[config.mk]
export PLATFORM = sky130hd
export DESIGN_NAME = term_write_ctrl_flat
export DESIGN_NICKNAME = d
export VERILOG_FILES = /design/src/rtl/term_pkg.sv /design/src/rtl/term_write_ctrl_if.sv /design/src/rtl/term_cursor.sv /design/src/rtl/term_write_ctrl.sv /design/src/flat_wrapper.sv
export SDC_FILE = /design/constraint.sdc
export NUM_CORES = 1
export LEC_CHECK = 0
export BUFFER_PORTS_ARGS = -buffer_cell sky130_fd_sc_hd__clkbuf_2
export CAP_MARGIN = 40
export CORE_ASPECT_RATIO = 0.5
export CORE_UTILIZATION = 35
export CTS_CLUSTER_DIAMETER = 200
export DETAILED_ROUTE_END_ITERATION = 16
export GPL_TIMING_DRIVEN = 1
export SYNTH_ARGS = -nofsm -noshare
export SYNTH_HDL_FRONTEND = slang
export SYNTH_SLANG_ARGS = --single-unit
[constraint.sdc]
create_clock -name clk -period 7.82 [get_ports clk]
set_input_delay 0.782 -clock clk [delete_from_list [all_inputs] [get_ports clk]]
set_output_delay 0.782 -clock clk [all_outputs]
set_load 0.01 [all_outputs]
[src/rtl/term_pkg.sv]
`default_nettype none
// ============================================================================
// Module      : term_pkg
// Description : Shared constants for the terminal writer: screen geometry,
//               special character codes, the writer FSM state encoding and a
//               row-to-address helper.
// Revision    : 1.0  initial release
// ============================================================================
package term_pkg;

  localparam int COLS         = 40;
  localparam int ROWS         = 24;
  localparam int SCREEN_CHARS = COLS * ROWS;

  localparam int ADDR_W = 10;
  localparam int ROW_W  = 5;
  localparam int COL_W  = 6;

  localparam logic [6:0] ASCII_CR   = 7'h0D;
  localparam logic [5:0] BLANK_CHAR = 6'h20;

  // Writer FSM state encoding
  localparam logic [2:0] ST_CLEAR      = 3'd0;
  localparam logic [2:0] ST_IDLE       = 3'd1;
  localparam logic [2:0] ST_SEEK       = 3'd2;
  localparam logic [2:0] ST_BLANK_WAIT = 3'd3;
  localparam logic [2:0] ST_BLANK      = 3'd4;
  localparam logic [2:0] ST_NEWLINE    = 3'd5;  // one-cycle CR handling

  // First memory address of a physical row
  function automatic logic [ADDR_W-1:0] row_start(input logic [ROW_W-1:0] row,
                                                  input int cols);
    return ADDR_W'(int'(row) * cols);
  endfunction

endpackage
`default_nettype wire

[src/rtl/term_write_ctrl_if.sv]
`default_nettype none
// ============================================================================
// Module      : term_write_ctrl_if
// Description : Bus bundle between the terminal writer, its character
//               producer, the recirculating memory and the video reader.
//   char_in/char_valid/char_ready : character handshake
//   clr                           : clear-screen request
//   mem_so/mem_si                 : memory tap output / memory input
//   head/cursor_addr/top_row/busy : status exported to the reader
//   master = environment side, slave = writer side.
// Revision    : 1.0  initial release
// ============================================================================
interface term_write_ctrl_if #(
  parameter int CHAR_W = 6
);
  logic [6:0]        char_in;
  logic              char_valid;
  logic              char_ready;
  logic              clr;
  logic [CHAR_W-1:0] mem_so;
  logic [CHAR_W-1:0] mem_si;
  logic [9:0]        head;
  logic [9:0]        cursor_addr;
  logic [4:0]        top_row;
  logic              busy;

  modport master (
    output char_in, char_valid, clr, mem_so,
    input  char_ready, mem_si, head, cursor_addr, top_row, busy
  );

  modport slave (
    input  char_in, char_valid, clr, mem_so,
    output char_ready, mem_si, head, cursor_addr, top_row, busy
  );
endinterface
`default_nettype wire

[src/rtl/term_cursor.sv]
`default_nettype none
// ============================================================================
// Module      : term_cursor
// Description : Cursor position (col, logical row) and scroll origin
//               (top_row). Converts the logical position into a physical
//               memory address.
//   advance     : step one column; wraps into a newline at the last column
//   newline     : col=0, next row, or rotate top_row when on the bottom row
//   home        : col=0, lrow=0, top_row=0 (highest priority)
//   cursor_addr : row_phys*COLS + col
//   row_base    : row_phys*COLS
//   top_row     : physical row displayed first
//   scroll      : a newline now would scroll (cursor on bottom row)
//   eol         : cursor on last column
// Revision    : 1.0  initial release
// ============================================================================
module term_cursor
  import term_pkg::*;
#(
  parameter int COLS = term_pkg::COLS,
  parameter int ROWS = term_pkg::ROWS
) (
  input  logic              clk,
  input  logic              rst,
  input  logic              advance,
  input  logic              newline,
  input  logic              home,
  output logic [ADDR_W-1:0] cursor_addr,
  output logic [ADDR_W-1:0] row_base,
  output logic [ROW_W-1:0]  top_row,
  output logic              scroll,
  output logic              eol
);

  localparam int                ROW_X_W  = ROW_W + 1;
  localparam logic [ROW_X_W-1:0] ROWS_X  = ROW_X_W'(ROWS);
  localparam logic [COL_W-1:0]  LAST_COL = COL_W'(COLS - 1);
  localparam logic [ROW_W-1:0]  LAST_ROW = ROW_W'(ROWS - 1);

  logic [COL_W-1:0]   col;
  logic [ROW_W-1:0]   lrow;
  logic [ROW_W-1:0]   top;
  logic [ROW_X_W-1:0] row_sum;
  logic [ROW_X_W-1:0] row_wrap;
  logic [ROW_W-1:0]   row_phys;
  logic               do_newline;

  // (top + lrow) mod ROWS; both operands are < ROWS so one subtraction suffices
  assign row_sum  = {1'b0, top} + {1'b0, lrow};
  assign row_wrap = row_sum - ROWS_X;
  assign row_phys = (row_sum >= ROWS_X) ? row_wrap[ROW_W-1:0] : row_sum[ROW_W-1:0];

  assign row_base    = row_start(row_phys, COLS);
  assign cursor_addr = row_base + ADDR_W'(col);
  assign top_row     = top;
  assign eol         = (col == LAST_COL);
  assign scroll      = (lrow == LAST_ROW);
  assign do_newline  = newline | (advance & eol);

  always_ff @(posedge clk) begin
    if (rst || home) begin
      col  <= '0;
      lrow <= '0;
      top  <= '0;
    end else if (do_newline) begin
      col <= '0;
      if (scroll) begin
        // bottom row stays the cursor row; the old top row becomes the bottom
        top <= (top == LAST_ROW) ? '0 : top + 1'b1;
      end else begin
        lrow <= lrow + 1'b1;
      end
    end else if (advance) begin
      col <= col + 1'b1;
    end
  end

endmodule
`default_nettype wire

[src/rtl/term_write_ctrl.sv]
`default_nettype none
// ============================================================================
// Module      : term_write_ctrl
// Description : Writer side of the recirculating character memory. Normally
//               feeds mem_so back into mem_si; substitutes the pending
//               character when the cursor slot reaches the tap, blanks the
//               new bottom row after a scroll and clears the whole memory on
//               reset or clr.
//   clk, rst : clock shared with the shift registers; sync active-high reset
//   bus      : term_write_ctrl_if.slave (handshake, memory tap, status)
// Revision    : 1.0  initial release
// ============================================================================
module term_write_ctrl
  import term_pkg::*;
#(
  parameter int CHAR_W    = 6,
  parameter int MEM_DEPTH = 1024,
  parameter int COLS      = term_pkg::COLS,
  parameter int ROWS      = term_pkg::ROWS
) (
  input  logic              clk,
  input  logic              rst,
  term_write_ctrl_if.slave  bus
);

  localparam logic [ADDR_W-1:0] LAST_HEAD = ADDR_W'(MEM_DEPTH - 1);
  localparam logic [ADDR_W-1:0] LAST_BLK  = ADDR_W'(COLS - 1);
  localparam logic [CHAR_W-1:0] SPACE     = CHAR_W'(BLANK_CHAR);

  logic [2:0]        state;
  logic [2:0]        state_nxt;
  logic [2:0]        scroll_state;
  logic [ADDR_W-1:0] head;
  logic [ADDR_W-1:0] head_nxt;
  logic [ADDR_W-1:0] cnt;
  logic [CHAR_W-1:0] char_q;
  logic [CHAR_W-1:0] mem_si;
  logic              ready;
  logic              advance;
  logic              newline;
  logic              home;
  logic [ADDR_W-1:0] cursor_addr;
  logic [ADDR_W-1:0] row_base;
  logic [ADDR_W-1:0] scroll_target;
  logic [ROW_W-1:0]  top_row;
  logic              scroll;
  logic              eol;
  logic              accept;
  logic              printable;
  logic              is_cr;

  term_cursor #(
    .COLS (COLS),
    .ROWS (ROWS)
  ) u_cursor (
    .clk         (clk),
    .rst         (rst),
    .advance     (advance),
    .newline     (newline),
    .home        (home),
    .cursor_addr (cursor_addr),
    .row_base    (row_base),
    .top_row     (top_row),
    .scroll      (scroll),
    .eol         (eol)
  );

  assign head_nxt  = (head == LAST_HEAD) ? '0 : head + 1'b1;
  assign accept    = ready & bus.char_valid & ~bus.clr;
  assign printable = (bus.char_in >= 7'h20);
  assign is_cr     = (bus.char_in == ASCII_CR);

  // On a scroll the current top row becomes the new bottom row to blank.
  // If the tap reaches its first address on the very next cycle, blanking
  // starts immediately; otherwise wait a pass so a row is never half blanked.
  assign scroll_target = row_start(top_row, COLS);
  assign scroll_state  = (head_nxt == scroll_target) ? ST_BLANK : ST_BLANK_WAIT;

  always_comb begin
    state_nxt = state;
    advance   = 1'b0;
    newline   = 1'b0;
    home      = 1'b0;
    mem_si    = bus.mem_so;
    case (state)
      ST_CLEAR: begin
        mem_si = SPACE;
        if (cnt == LAST_HEAD) begin
          state_nxt = ST_IDLE;
          home      = 1'b1;
        end
      end
      ST_IDLE: begin
        if (accept) begin
          if (printable)  state_nxt = ST_SEEK;
          else if (is_cr) state_nxt = ST_NEWLINE;
        end
      end
      ST_NEWLINE: begin
        newline   = 1'b1;
        state_nxt = scroll ? scroll_state : ST_IDLE;
      end
      ST_SEEK: begin
        if (head == cursor_addr) begin
          mem_si    = char_q;
          advance   = 1'b1;
          state_nxt = (eol && scroll) ? scroll_state : ST_IDLE;
        end
      end
      ST_BLANK_WAIT: begin
        if (head_nxt == row_base) state_nxt = ST_BLANK;
      end
      ST_BLANK: begin
        mem_si = SPACE;
        if (cnt == LAST_BLK) state_nxt = ST_IDLE;
      end
      default: state_nxt = ST_CLEAR;
    endcase

    // clr aborts whatever is in flight, including a write on this cycle
    if (bus.clr) begin
      state_nxt = ST_CLEAR;
      advance   = 1'b0;
      newline   = 1'b0;
      home      = 1'b0;
      if (state != ST_CLEAR) mem_si = bus.mem_so;
    end
  end

  always_ff @(posedge clk) begin
    if (rst) begin
      state  <= ST_CLEAR;
      head   <= '0;
      cnt    <= '0;
      ready  <= 1'b0;
      char_q <= '0;
    end else begin
      state <= state_nxt;
      head  <= head_nxt;
      ready <= (state_nxt == ST_IDLE);
      // cycle counter restarts on every state entry and on each clr
      cnt   <= ((state_nxt != state) || bus.clr) ? '0 : cnt + 1'b1;
      if (accept && printable) char_q <= bus.char_in[CHAR_W-1:0];
    end
  end

  assign bus.char_ready  = ready;
  assign bus.mem_si      = mem_si;
  assign bus.head        = head;
  assign bus.cursor_addr = cursor_addr;
  assign bus.top_row     = top_row;
  assign bus.busy        = (state != ST_IDLE);

endmodule
`default_nettype wire

[src/flat_wrapper.sv]
// flat-port wrapper written by rule: the top's interface ports become plain ports
module term_write_ctrl_flat import term_pkg::*;
#(
  parameter int CHAR_W    = 6,
  parameter int MEM_DEPTH = 1024,
  parameter int COLS      = term_pkg::COLS,
  parameter int ROWS      = term_pkg::ROWS
)
  (clk, rst, bus_char_in, bus_char_valid, bus_clr, bus_mem_so, bus_char_ready, bus_mem_si, bus_head, bus_cursor_addr, bus_top_row, bus_busy);
  term_write_ctrl_if #(.CHAR_W(CHAR_W)) bus_i ();
  input  logic clk;
  input  logic rst;
  input wire logic [$bits(bus_i.char_in)-1:0] bus_char_in;
  input wire logic [$bits(bus_i.char_valid)-1:0] bus_char_valid;
  input wire logic [$bits(bus_i.clr)-1:0] bus_clr;
  input wire logic [$bits(bus_i.mem_so)-1:0] bus_mem_so;
  output wire logic [$bits(bus_i.char_ready)-1:0] bus_char_ready;
  output wire logic [$bits(bus_i.mem_si)-1:0] bus_mem_si;
  output wire logic [$bits(bus_i.head)-1:0] bus_head;
  output wire logic [$bits(bus_i.cursor_addr)-1:0] bus_cursor_addr;
  output wire logic [$bits(bus_i.top_row)-1:0] bus_top_row;
  output wire logic [$bits(bus_i.busy)-1:0] bus_busy;
  assign bus_i.char_in = bus_char_in;
  assign bus_i.char_valid = bus_char_valid;
  assign bus_i.clr = bus_clr;
  assign bus_i.mem_so = bus_mem_so;
  assign bus_char_ready = bus_i.char_ready;
  assign bus_mem_si = bus_i.mem_si;
  assign bus_head = bus_i.head;
  assign bus_cursor_addr = bus_i.cursor_addr;
  assign bus_top_row = bus_i.top_row;
  assign bus_busy = bus_i.busy;
  term_write_ctrl #(.CHAR_W(CHAR_W), .MEM_DEPTH(MEM_DEPTH), .COLS(COLS), .ROWS(ROWS)) u_core (.clk(clk), .rst(rst), .bus(bus_i));
endmodule
==> flow_metrics.py, run 1 <==
metrics = {
    "pwr": {
        "leakage_uw": 0.00169,
        "ir_drop_mv": 0.0843,
        "p_comb_frac": 0.063,
        "seqPwrFrac": 0.494,
        "swShare": 0.228,
        "p_total_uw": 485,
        "p_clk_frac": 0.443,
        "power_switching_uw": 111,
        "p_per_area_nw_per_um2": 113,
        "p_int_uw": 375,
    },
    "final_layout": {
        "final_cell_mix": "nor2_1 (50), clkbuf_2 (49), dfxtp_1 (46)",
        "n_antenna_cell": 0,
        "num-nets-final": 546,
        "final_util": 0.412,
        "instances_no_fill": 641,
        "layout-drive-gt1-share": 0.152,
        "area_delta_synth_final_pct": 12.4,
        "layout_commonest_cell": "nor2_1",
    },
    "critical_path": {
        "cp.arrival_ns": 5.66,
        "timing.critical_path.from_type": "flip-flop",
        "reg2reg_slack_ns": 2.46,
        "crit_type": "reg -> out",
        "end_kind": "output port",
        "path_max_fanout": 9,
        "required_ns": 7.04,
    },
    "placed_design": {
        "place_congestion": 0.850,
        "io_buffers": 49,
        "dpl.cell_count": 633,
        "post-dp-hpwl_um": 7550,
    },
    "sta": {
        "finClkSkew_ns": 0.00807,
        "hold_viol_final": 0,
        "worst-slew-pin-transition_ns": 0.762,
        "rsz0062_at_grt": "no",
        "layout_min_cycle_time_ns": 6.44,
        "fin_crit_sh": 0.823,
        "setup_viol": 0,
        "clock.fmax_ghz": 0.155,
        "max-slew-margin-rel": 0.490,
        "maxSlewViolCount": 0,
        "fin_tns_setup_ns": 0,
    },
    "grt": {
        "grt_max_degree": 21,
        "grt_pass1_vias": 3213,
        "grt_busiest_layer": "met2",
        "met1_usage": 0.257,
        "gr-usage-met3": 0.0275,
        "antenna_found_initial": 0,
        "grt_pass1_wl_um": 16200,
        "use_met2": 0.288,
        "grt_usage": 0.180,
        "grt_overflow": 0,
    },
    "clock_tree": {
        "clk-insertion-delay-late_ns": 0.28,
        "clk_transition_reported_paths_ns": 0.06,
        "cts_made_buffers": 5,
        "cts.repair.resized": 0,
        "cts_setup_buffers": 0,
        "cts_sinks": 46,
        "cts_tree": "built",
        "root_buffer": "clkbuf_16",
        "holdBufCountCts": 0,
        "htree_levels": 2,
        "cts_buffer_depth": 2,
    },
    "drt": {
        "drc": 0,
        "avgViaCountPerCell": 5.59,
        "wl_um": 9980,
        "drtAntennaViolNets": 0,
        "firstDrtPassIters": 5,
        "wl_per_cell_um": 15.6,
        "vias": 3584,
        "drtIter0Drc": 310,
    },
    "floorplanning": {
        "start_util": 0.366,
        "row_count": 26,
        "core_area_um2": 10400,
        "fp.dieH_um": 75.8,
        "die_w_um": 150,
        "die_area_um2": 11300,
        "io-pin-count": 50,
    },
    "hold_path": {
        "worst_hold_path_type": "reg -> reg",
    },
    "yosys": {
        "synth_edf_count": 0,
        "synthCells": 463,
        "yosysWarnings": 0,
        "synth_cell_types": 68,
        "syn_nets": 509,
        "seq_area_frac_synth": 0.242,
        "synth_seq_cells": 46,
        "syn_avg_cell_area_um2": 8.23,
        "ys.flop_type": "dfxtp_1",
        "async_flop_share": 0,
        "syn-cell-area_um2": 3810,
    },
    "run": {
        "drv_cap": 0,
    },
    "run_status": {
        "outcome": "complete, no violations",
    },
}
==> metal layers <==
| metal | vias to the layer above | share of wire |
|---|---|---|
| li1 | 1807 | - |
| met1 | 1673 | 0.50 |
| met2 | 100 | 0.43 |
| met3 | 4 | 0.065 |
| met4 | 0 | 0.0048 |
| met5 | - | 0 |
==> final cells by class <==
class / instances / area (um^2)
clock buffer: 7 / 143
clock inverter: 1 / 5.00
fill: 1059 / 6120
inverter: 11 / 41.3
multi-input combinational: 385 / 2740
sequential: 46 / 921
tap: 140 / 175
timing repair buffer: 51 / 258
==> registers in the layout (all words and copies together) (netlist names) <==
signal,flops
u_core.bus.head,10
u_core.u_cursor.col,6
u_core.state,3
u_core.cnt,10
u_core.u_cursor.lrow,5
u_core.bus.char_ready,1
u_core.u_cursor.top_row,5
u_core.char_q,6
==> stage by stage <==
| step | setup slack [ns] | hold slack [ns] | cell area, um^2 |
|---|---|---|---|
| 4_1_cts | 1.43 | 0.483 | 4290 |
| 5_1_grt | 0.920 | 0.521 | 4290 |
| 3_3_place_gp | 1.86 | 0.470 | 4130 |
| 6_report | 1.38 | 0.479 | 4290 |
| 3_5_place_dp | 1.76 | 0.474 | 4140 |
| 2_1_floorplan | 2.33 | 0.455 | 3810 |
==> worst max-delay path: stages (launching register included) <==
cell and delay [ns]:
dfxtp_1 0.40, ha_1 0.27, fa_1 0.42, nand3_1 0.18, nand2_1 0.09, nor2_1 0.10
a22o_1 0.12, nand2_1 0.04, o21ai_0 0.23, ha_1 0.29, ha_1 0.23, fa_1 0.63
nand2_1 0.16, or4_1 0.51, and3_1 0.22, o211a_1 0.23, o21ai_1 0.50, o21ai_0 0.17
nand2_1 0.26, a22o_1 0.19, clkbuf_2 0.13
==> logic make-up (layout without fill, tap and decap cells) <==
group,Yosys count,count (layout),synth area share
AO/OA/AOI/OAI,104,104,0.203
XOR/XNOR,46,46,0.112
adder cells (fa/ha/maj),29,29,0.103
buffers and inverters,32,70,0.0387
flip-flops,46,46,0.242
multiplexers,7,7,0.0184
AND/OR/NAND/NOR,199,199,0.284
==> worst paths after layout <==
kind,startpoint,to,depth (start not counted)
hold reg to reg,u_core.cnt[0]$_SDFF_PP0_,u_core.cnt[0]$_SDFF_PP0_,1
hold / removal,u_core.cnt[0]$_SDFF_PP0_,u_core.cnt[0]$_SDFF_PP0_,1
setup / recovery,u_core.u_cursor.top_row[0]$_SDFFE_PP0P_,bus_mem_si[3],20
setup reg to reg,u_core.u_cursor.top_row[0]$_SDFFE_PP0P_,u_core.u_cursor.lrow[1]$_SDFFE_PP0P_,19
==> power groups by stage <==
stage | sequential (uW) | combinational (uW) | clock [uW]
finish | 240 | 30.4 | 215
global route | 240 | 33.4 | 230
CTS | 240 | 30.3 | 222
detailed placement | 245 | 30.2 | 0
global placement | 245 | 29.9 | 0
floorplan | 244 | 19.0 | 0
==> Yosys cell counts (all sizes together) (6+ instances only) <==
master	n	area share
dfxtp	46	0.24
nand3	27	0.035
nor3	23	0.033
a21oi	19	0.025
mux2i	7	0.018
xnor2	29	0.069
xor2	16	0.037
nand2	27	0.027
a22o	7	0.016
or3	10	0.016
nor3b	6	0.012
nor2	50	0.049
buf	13	0.020
nor4	11	0.020
a211oi	6	0.014
o21ai	20	0.026
ha	25	0.082
inv	11	0.011
clkbuf	8	0.0079
nand4	9	0.019
(Power assumes the default switching activity.)
==> run 2, diff against run 1 <==
- ABC_AREA: not set -> 1
- clock period: 7.82 -> 6.5 ns (I/O delays scaled with it)
==> run 2 against run 1 <==
Area after synthesis fell by 5.1%; routed wire length fell by 6.8%; final cell count rose by 18%; critical path depth rose by 1; combinational power rose by 14%; total power rose by 19%; clock power rose by 20%; clock skew rose by 0.0019 ns; via count rose by 2.6%; register-to-register slack got worse by 0.65 ns; critical path type unchanged.
==> flow_metrics.py, run 2 <==
metrics = {
    "yosys": {
        "ys.flop_type": "dfxtp_1",
        "synth_top_area_cell": "dfxtp_1",
        "netlist_top_cells_area": "dfxtp_1 (25%), nand2_1 (14%), ha_1 (8.6%)",
        "async_flop_share": 0,
        "synth_cell_types": 36,
        "yosysMostFrequentCell": "nand2_1",
        "syn-cell-area_um2": 3620,
        "synth_edf_count": 0,
        "syn_nets": 615,
        "synth.top_cell.area_share": 0.255,
        "syn_avg_cell_area_um2": 6.36,
        "yosysWarnings": 0,
        "synthCells": 569,
        "synthTopCellsByCount": "nand2_1 (135), nor2_1 (82), inv_1 (72), nand3_1 (60), dfxtp_1 (46)",
        "synth_seq_cells": 46,
        "seq_area_frac_synth": 0.255,
    },
    "clock_tree": {
        "cts.repair.resized": 0,
        "cts_made_buffers": 5,
        "cts_tree": "built",
        "holdBufCountCts": 0,
        "root_buffer": "clkbuf_16",
        "cts_setup_buffers": 0,
        "cts_buffer_depth": 2,
        "clk_transition_reported_paths_ns": 0.07,
        "htree_levels": 2,
        "cts_sinks": 46,
        "clk-insertion-delay-late_ns": 0.29,
    },
    "critical_path": {
        "timing.critical_path.from_type": "flip-flop",
        "path_max_fanout": 10,
        "crit_type": "reg -> out",
        "crit_slowest_cell": "fa_1",
        "end_kind": "output port",
        "crit_chain": "ha_1 > fa_1 > nand3_1 > nand2_1 > nand2_1 > nand2_1 > nand2_2 > o211a_1 > ha_1 > ha_1 > fa_1 > nand2_1 > or2_2 > nand3_1 > a21oi_1 > nor2_1 > nand2_2 > inv_2 > o21ai_0 > o31ai_1 > clkbuf_2",
        "required_ns": 5.85,
        "cpPeakStageDelay_ns": 0.60,
        "crit_path_frequent_cell": "nand2_1",
        "cp.arrival_ns": 4.73,
    },
    "drt": {
        "top_layer": "met4",
        "wl_per_cell_um": 12.3,
        "vias": 3678,
        "firstDrtPassIters": 4,
        "avgViaCountPerCell": 4.87,
        "wl_um": 9300,
        "met2_length_um": 3860,
        "drc": 0,
        "drtAntennaViolNets": 0,
        "detail_route.wirelength.met1_um": 5060,
        "drtIter0Drc": 188,
        "met3_length_um": 301,
    },
    "floorplanning": {
        "io-pin-count": 50,
        "start_util": 0.372,
        "die_area_um2": 10800,
        "core_area_um2": 9730,
        "fp.dieH_um": 73.9,
        "die_w_um": 146,
        "row_count": 25,
    },
    "hold_path": {
        "worst_hold_path_type": "reg -> reg",
    },
    "final_layout": {
        "instances_no_fill": 755,
        "layout_commonest_cell": "nand2_1",
        "top_regs": "u_core.bus.head (10), u_core.cnt (10)",
        "n_antenna_cell": 0,
        "n_fill_cell": 1048,
        "layout-drive-gt1-share": 0.124,
        "num-nets-final": 665,
        "final_cell_mix": "nand2_1 (135), nor2_1 (82), inv_1 (72)",
        "area_delta_synth_final_pct": 14.4,
    },
    "grt": {
        "grt_usage": 0.183,
        "grt_overflow": 0,
        "antenna_found_initial": 0,
        "grt_max_degree": 15,
        "grt_pass1_wl_um": 15600,
        "grt_pass1_vias": 3251,
    },
    "run_status": {
        "outcome": "complete, no violations",
    },
    "sta": {
        "hold_viol_final": 0,
        "clock.fmax_ghz": 0.186,
        "maxSlewViolCount": 0,
        "fin_tns_setup_ns": 0,
        "max-slew-margin-rel": 0.569,
        "fin_crit_sh": 0.828,
        "timing.hold.ws_ns": 0.449,
        "worst-slew-pin-transition_ns": 0.641,
        "layout_min_cycle_time_ns": 5.38,
        "setup_viol": 0,
        "finClkSkew_ns": 0.00995,
        "setup_ws_ns": 1.12,
        "rsz0062_at_grt": "no",
    },
    "placed_design": {
        "place_congestion": 0.878,
        "dpl.cell_count": 747,
        "post-dp-hpwl_um": 7400,
        "io_buffers": 49,
        "place_ws_ns": 1.47,
    },
    "pwr": {
        "ir_drop_mv": 0.0919,
        "p_total_uw": 579,
        "p_per_area_nw_per_um2": 140,
        "leakage_uw": 0.00204,
    },
    "run": {
        "drv_cap": 0,
    },
}
-- run 2: cell types whose count changed after synthesis, sizes merged, moves of 6 or more --
cell / previous run / this run
nand2: 27 / 141
a22o: 7 / 0
buf: 13 / 3
or3: 10 / 0
mux2i: 7 / 0
xnor2: 29 / 11
a21oi: 19 / 27
nor4: 11 / 3
nand3: 27 / 64
nor2: 50 / 87
inv: 11 / 73
nor3: 23 / 12
a211oi: 6 / 0
-- run 2: metrics by stage --
stage | instance area (um^2) | utilization
floorplan | 3620 | -
global placement | 4000 | 0.411
detailed placement | 4000 | 0.411
CTS | 4140 | 0.425
global route | 4140 | 0.425
finish | 4140 | 0.425
-- run 2: worst paths after layout --
kind                                      startpoint                  endpoint  slack (ns)  depth (start not counted)
max          u_core.u_cursor.top_row[0]$_SDFFE_PP0P_             bus_mem_si[4]        1.12                         21
min                         u_core.cnt[0]$_SDFF_PP0_  u_core.cnt[0]$_SDFF_PP0_        0.45                          1
max reg2reg  u_core.u_cursor.top_row[0]$_SDFFE_PP0P_  u_core.cnt[7]$_SDFF_PP0_        1.81                         25
min reg2reg                 u_core.cnt[0]$_SDFF_PP0_  u_core.cnt[0]$_SDFF_PP0_        0.45                          1
-- run 2: power by group --
group | switching [uW] | internal [uW] | total [uW]
registers | 3.54 | 284 | 287
logic | 23.7 | 11.1 | 34.8
clock network | 114 | 143 | 257
-- run 2: worst max-delay path, delay by kind of cell (launching register included) --
kind	cells	cell delay, ns
fa+ha+maj	5	1.73
simple gates	10	1.48
compound gates	4	0.56
flops	1	0.37
buf+inv	2	0.31
-- run 2: layout make-up --
class	instances	area [um^2]	share of cell area
sequential	46	921	0.222
inverter	74	278	0.0671
clock buffer	6	129	0.0311
clock inverter	2	13.8	0.00333
tap	135	169	0.0408
multi-input combinational	443	2380	0.576
timing repair buffer	49	245	0.0593
-- run 2: cells by family after synthesis --
| logic type | synth area share |
|---|---|
| AND/OR/NAND/NOR | 0.403 |
| buffers and inverters | 0.0865 |
| AO/OA/AOI/OAI | 0.0868 |
| flip-flops | 0.255 |
| adder cells (fa/ha/maj) | 0.109 |
| XOR/XNOR | 0.0605 |
-- run 2: routing by layer --
metal	GRT usage	up-vias
met5	0	-
met4	0.0456	0
met3	0.0286	6
met2	0.288	60
met1	0.261	1661
li1	-	1951
==> run 3, diff against run 2 <==
- ABC_AREA: 1 -> 0
- clock period: 6.5 -> 5.31 ns (I/O delays scaled with it)
==> run 3 against run 2 <==
Via count is 0.95% higher; clock power is 15% higher; worst setup slack worse by 1.1 ns; die area is 5.3% higher; largest cell class unchanged; sequential power is 23% higher; sequential cell count stayed put; routed wire length is 14% higher; clock skew is 0.0044 ns lower; core utilization is 2.6 points higher; total power is 22% higher; sequential share of layout area is 2.4 points lower; non-clock buffer count is 33 higher.
==> flow_metrics.py, run 3 (same netlist as run 1, synthesis figures left out) <==
metrics = {
    "run_status": {
        "outcome": "complete, no violations",
    },
    "floorplanning": {
        "die_area_um2": 11300,
        "row_count": 26,
        "fp.dieH_um": 75.8,
        "core_area_um2": 10400,
        "start_util": 0.366,
        "die_w_um": 150,
        "io-pin-count": 50,
    },
    "final_layout": {
        "instances_no_fill": 671,
        "top_regs": "u_core.bus.head (10), u_core.cnt (10)",
        "final_cell_mix": "nor2_1 (50), clkbuf_2 (44), dfxtp_1 (40)",
        "layout_commonest_cell": "nor2_1",
        "n_fill_cell": 1042,
        "area_delta_synth_final_pct": 23.3,
        "layout-drive-gt1-share": 0.256,
        "n_antenna_cell": 0,
        "num-nets-final": 577,
    },
    "placed_design": {
        "io_buffers": 49,
        "post-dp-hpwl_um": 7650,
        "dpl.cell_count": 651,
        "place_congestion": 0.872,
    },
    "sta": {
        "fin_crit_sh": 0.989,
        "clock.fmax_ghz": 0.190,
        "layout_min_cycle_time_ns": 5.25,
        "rsz0062_at_grt": "yes",
        "max-slew-margin-rel": 0.495,
        "worst-slew-pin-transition_ns": 0.755,
        "hold_viol_final": 0,
        "finClkSkew_ns": 0.00555,
        "fin_tns_setup_ns": 0,
        "setup_viol": 0,
        "maxSlewViolCount": 0,
    },
    "grt": {
        "grt_pass1_wl_um": 16900,
        "grt_pass1_vias": 3414,
        "grt_max_degree": 21,
        "grt_usage": 0.190,
        "antenna_found_initial": 0,
        "grt_overflow": 0,
    },
    "critical_path": {
        "path_max_fanout": 6,
        "path_buf_inv": 3,
        "crit_slowest_cell": "or4_4",
        "required_ns": 4.78,
        "timing.critical_path.from_type": "flip-flop",
        "critPathTopFamily": "adder cells",
        "worstSetupPathDepth": 21,
        "crit_chain": "ha_4 > fa_2 > nand3_2 > nand2_2 > nor2_1 > a22o_1 > nand2_1 > o21ai_2 > ha_4 > ha_4 > fa_2 > xnor2_2 > or4_4 > and3_4 > o211a_1 > o21ai_4 > buf_6 > buf_4 > nor4_1 > a21oi_1 > clkbuf_2",
        "crit_type": "reg -> out",
        "reg2regPathDepth": 21,
        "crit_path_frequent_cell": "ha_4",
        "cp.arrival_ns": 4.72,
        "end_kind": "output port",
        "cpPeakStageDelay_ns": 0.58,
    },
    "clock_tree": {
        "cts_tree": "built",
        "root_buffer": "clkbuf_16",
        "clk_transition_reported_paths_ns": 0.06,
        "cts_sinks": 46,
        "cts_made_buffers": 5,
        "cts_buffer_depth": 2,
        "clk-insertion-delay-late_ns": 0.29,
        "htree_levels": 2,
    },
    "hold_path": {
        "hold_path_depth": 1,
        "worst_hold_path_type": "reg -> reg",
    },
    "pwr": {
        "ir_drop_mv": 0.0978,
        "p_per_area_nw_per_um2": 150,
        "seqPwrFrac": 0.499,
        "p_comb_frac": 0.081,
        "p_int_uw": 545,
        "leakage_uw": 0.00183,
        "power_switching_uw": 161,
        "swShare": 0.228,
        "p_clk_frac": 0.420,
        "p_total_uw": 706,
    },
    "drt": {
        "firstDrtPassIters": 4,
        "drtAntennaViolNets": 0,
        "drc": 0,
        "vias": 3713,
        "wl_um": 10600,
        "wl_per_cell_um": 15.8,
        "drtIter0Drc": 309,
        "avgViaCountPerCell": 5.53,
    },
    "run": {
        "drv_cap": 0,
    },
}
run 3: cell types whose count changed in the layout (fill, tap and decap cells not counted), sizes merged, moves of 6 or more:
cell	delta
nor4	+8
inv	-62
xnor2	+18
a22o	+7
a211oi	+6
nor2	-37
buf	+38
a21oi	-8
nand2	-114
mux2i	+7
nor3	+11
or3	+10
nand3	-37
run 3: per-stage QoR:
stage          setup slack, ns  utilization  cell area [um^2]  hold WS, ns
6_report                0.0564        0.452              4700        0.484
5_1_grt                 -0.161        0.452              4700        0.509
4_1_cts                0.00610        0.434              4520        0.489
3_5_place_dp            0.0307        0.411              4280        0.480
3_3_place_gp            0.0848        0.411              4280        0.470
2_1_floorplan           0.0689            -              3810        0.455
run 3: path summary, 6_finish.rpt:
kind | startpoint | endpoint | slack [ns]
worst max register to register | u_core.u_cursor.lrow[0]$_SDFFE_PP0P_ | u_core.u_cursor.lrow[3]$_SDFFE_PP0P_ | 0.29
worst min-delay path | u_core.cnt[0]$_SDFF_PP0_ | u_core.cnt[0]$_SDFF_PP0_ | 0.48
worst max-delay path | u_core.u_cursor.lrow[0]$_SDFFE_PP0P_ | bus_mem_si[5] | 0.06
worst min register to register | u_core.cnt[0]$_SDFF_PP0_ | u_core.cnt[0]$_SDFF_PP0_ | 0.48
run 3: power groups by stage:
stage          clock network [uW]  registers [uW]  logic [uW]
2_1_floorplan                   0             359        28.0
3_3_place_gp                    0             361        45.9
3_5_place_dp                    0             361        46.6
4_1_cts                       310             353        52.8
5_1_grt                       328             353        61.7
6_report                      296             353        57.1
run 3: final cells by class:
class,count,area [um^2],area share
clock buffers,6,129,0.0274
clock inverters,1,7.51,0.00160
inverters,11,41.3,0.00878
multi-input cells,385,2920,0.620
flip-flops and latches,46,931,0.198
well taps,140,175,0.0373
repair buffers,82,500,0.106
run 3: worst reg2reg max path, stage by stage (launching register included):
cell	delay (ns)
dfxtp_2	0.33
ha_4	0.16
fa_2	0.38
nand3_2	0.10
nand2_2	0.05
nor2_1	0.10
a22o_1	0.13
nand2_1	0.07
o21ai_2	0.21
ha_4	0.24
ha_4	0.16
fa_2	0.42
xnor2_2	0.22
or4_4	0.58
and3_4	0.22
a211oi_4	0.22
buf_4	0.15
buf_4	0.09
o21a_4	0.18
a31oi_2	0.24
or4_1	0.56
a21oi_1	0.14
run 3: metal layers:
metal,up-vias,share of wire,track usage
li1,1861,-,-
met1,1753,0.50,0.266
met2,84,0.44,0.307
met3,15,0.048,0.0257
met4,0,0.012,0.0533
met5,-,0,0
run 3: what timing repair did:
action	in CTS	in global routing
endpoints found under the setup margin	6	7
setup buffers	4	9
gates resized for setup	18	28
hold endpoints to repair	0	0
hold buffers	0	0
gates cloned	0	0
pin swaps	9	26
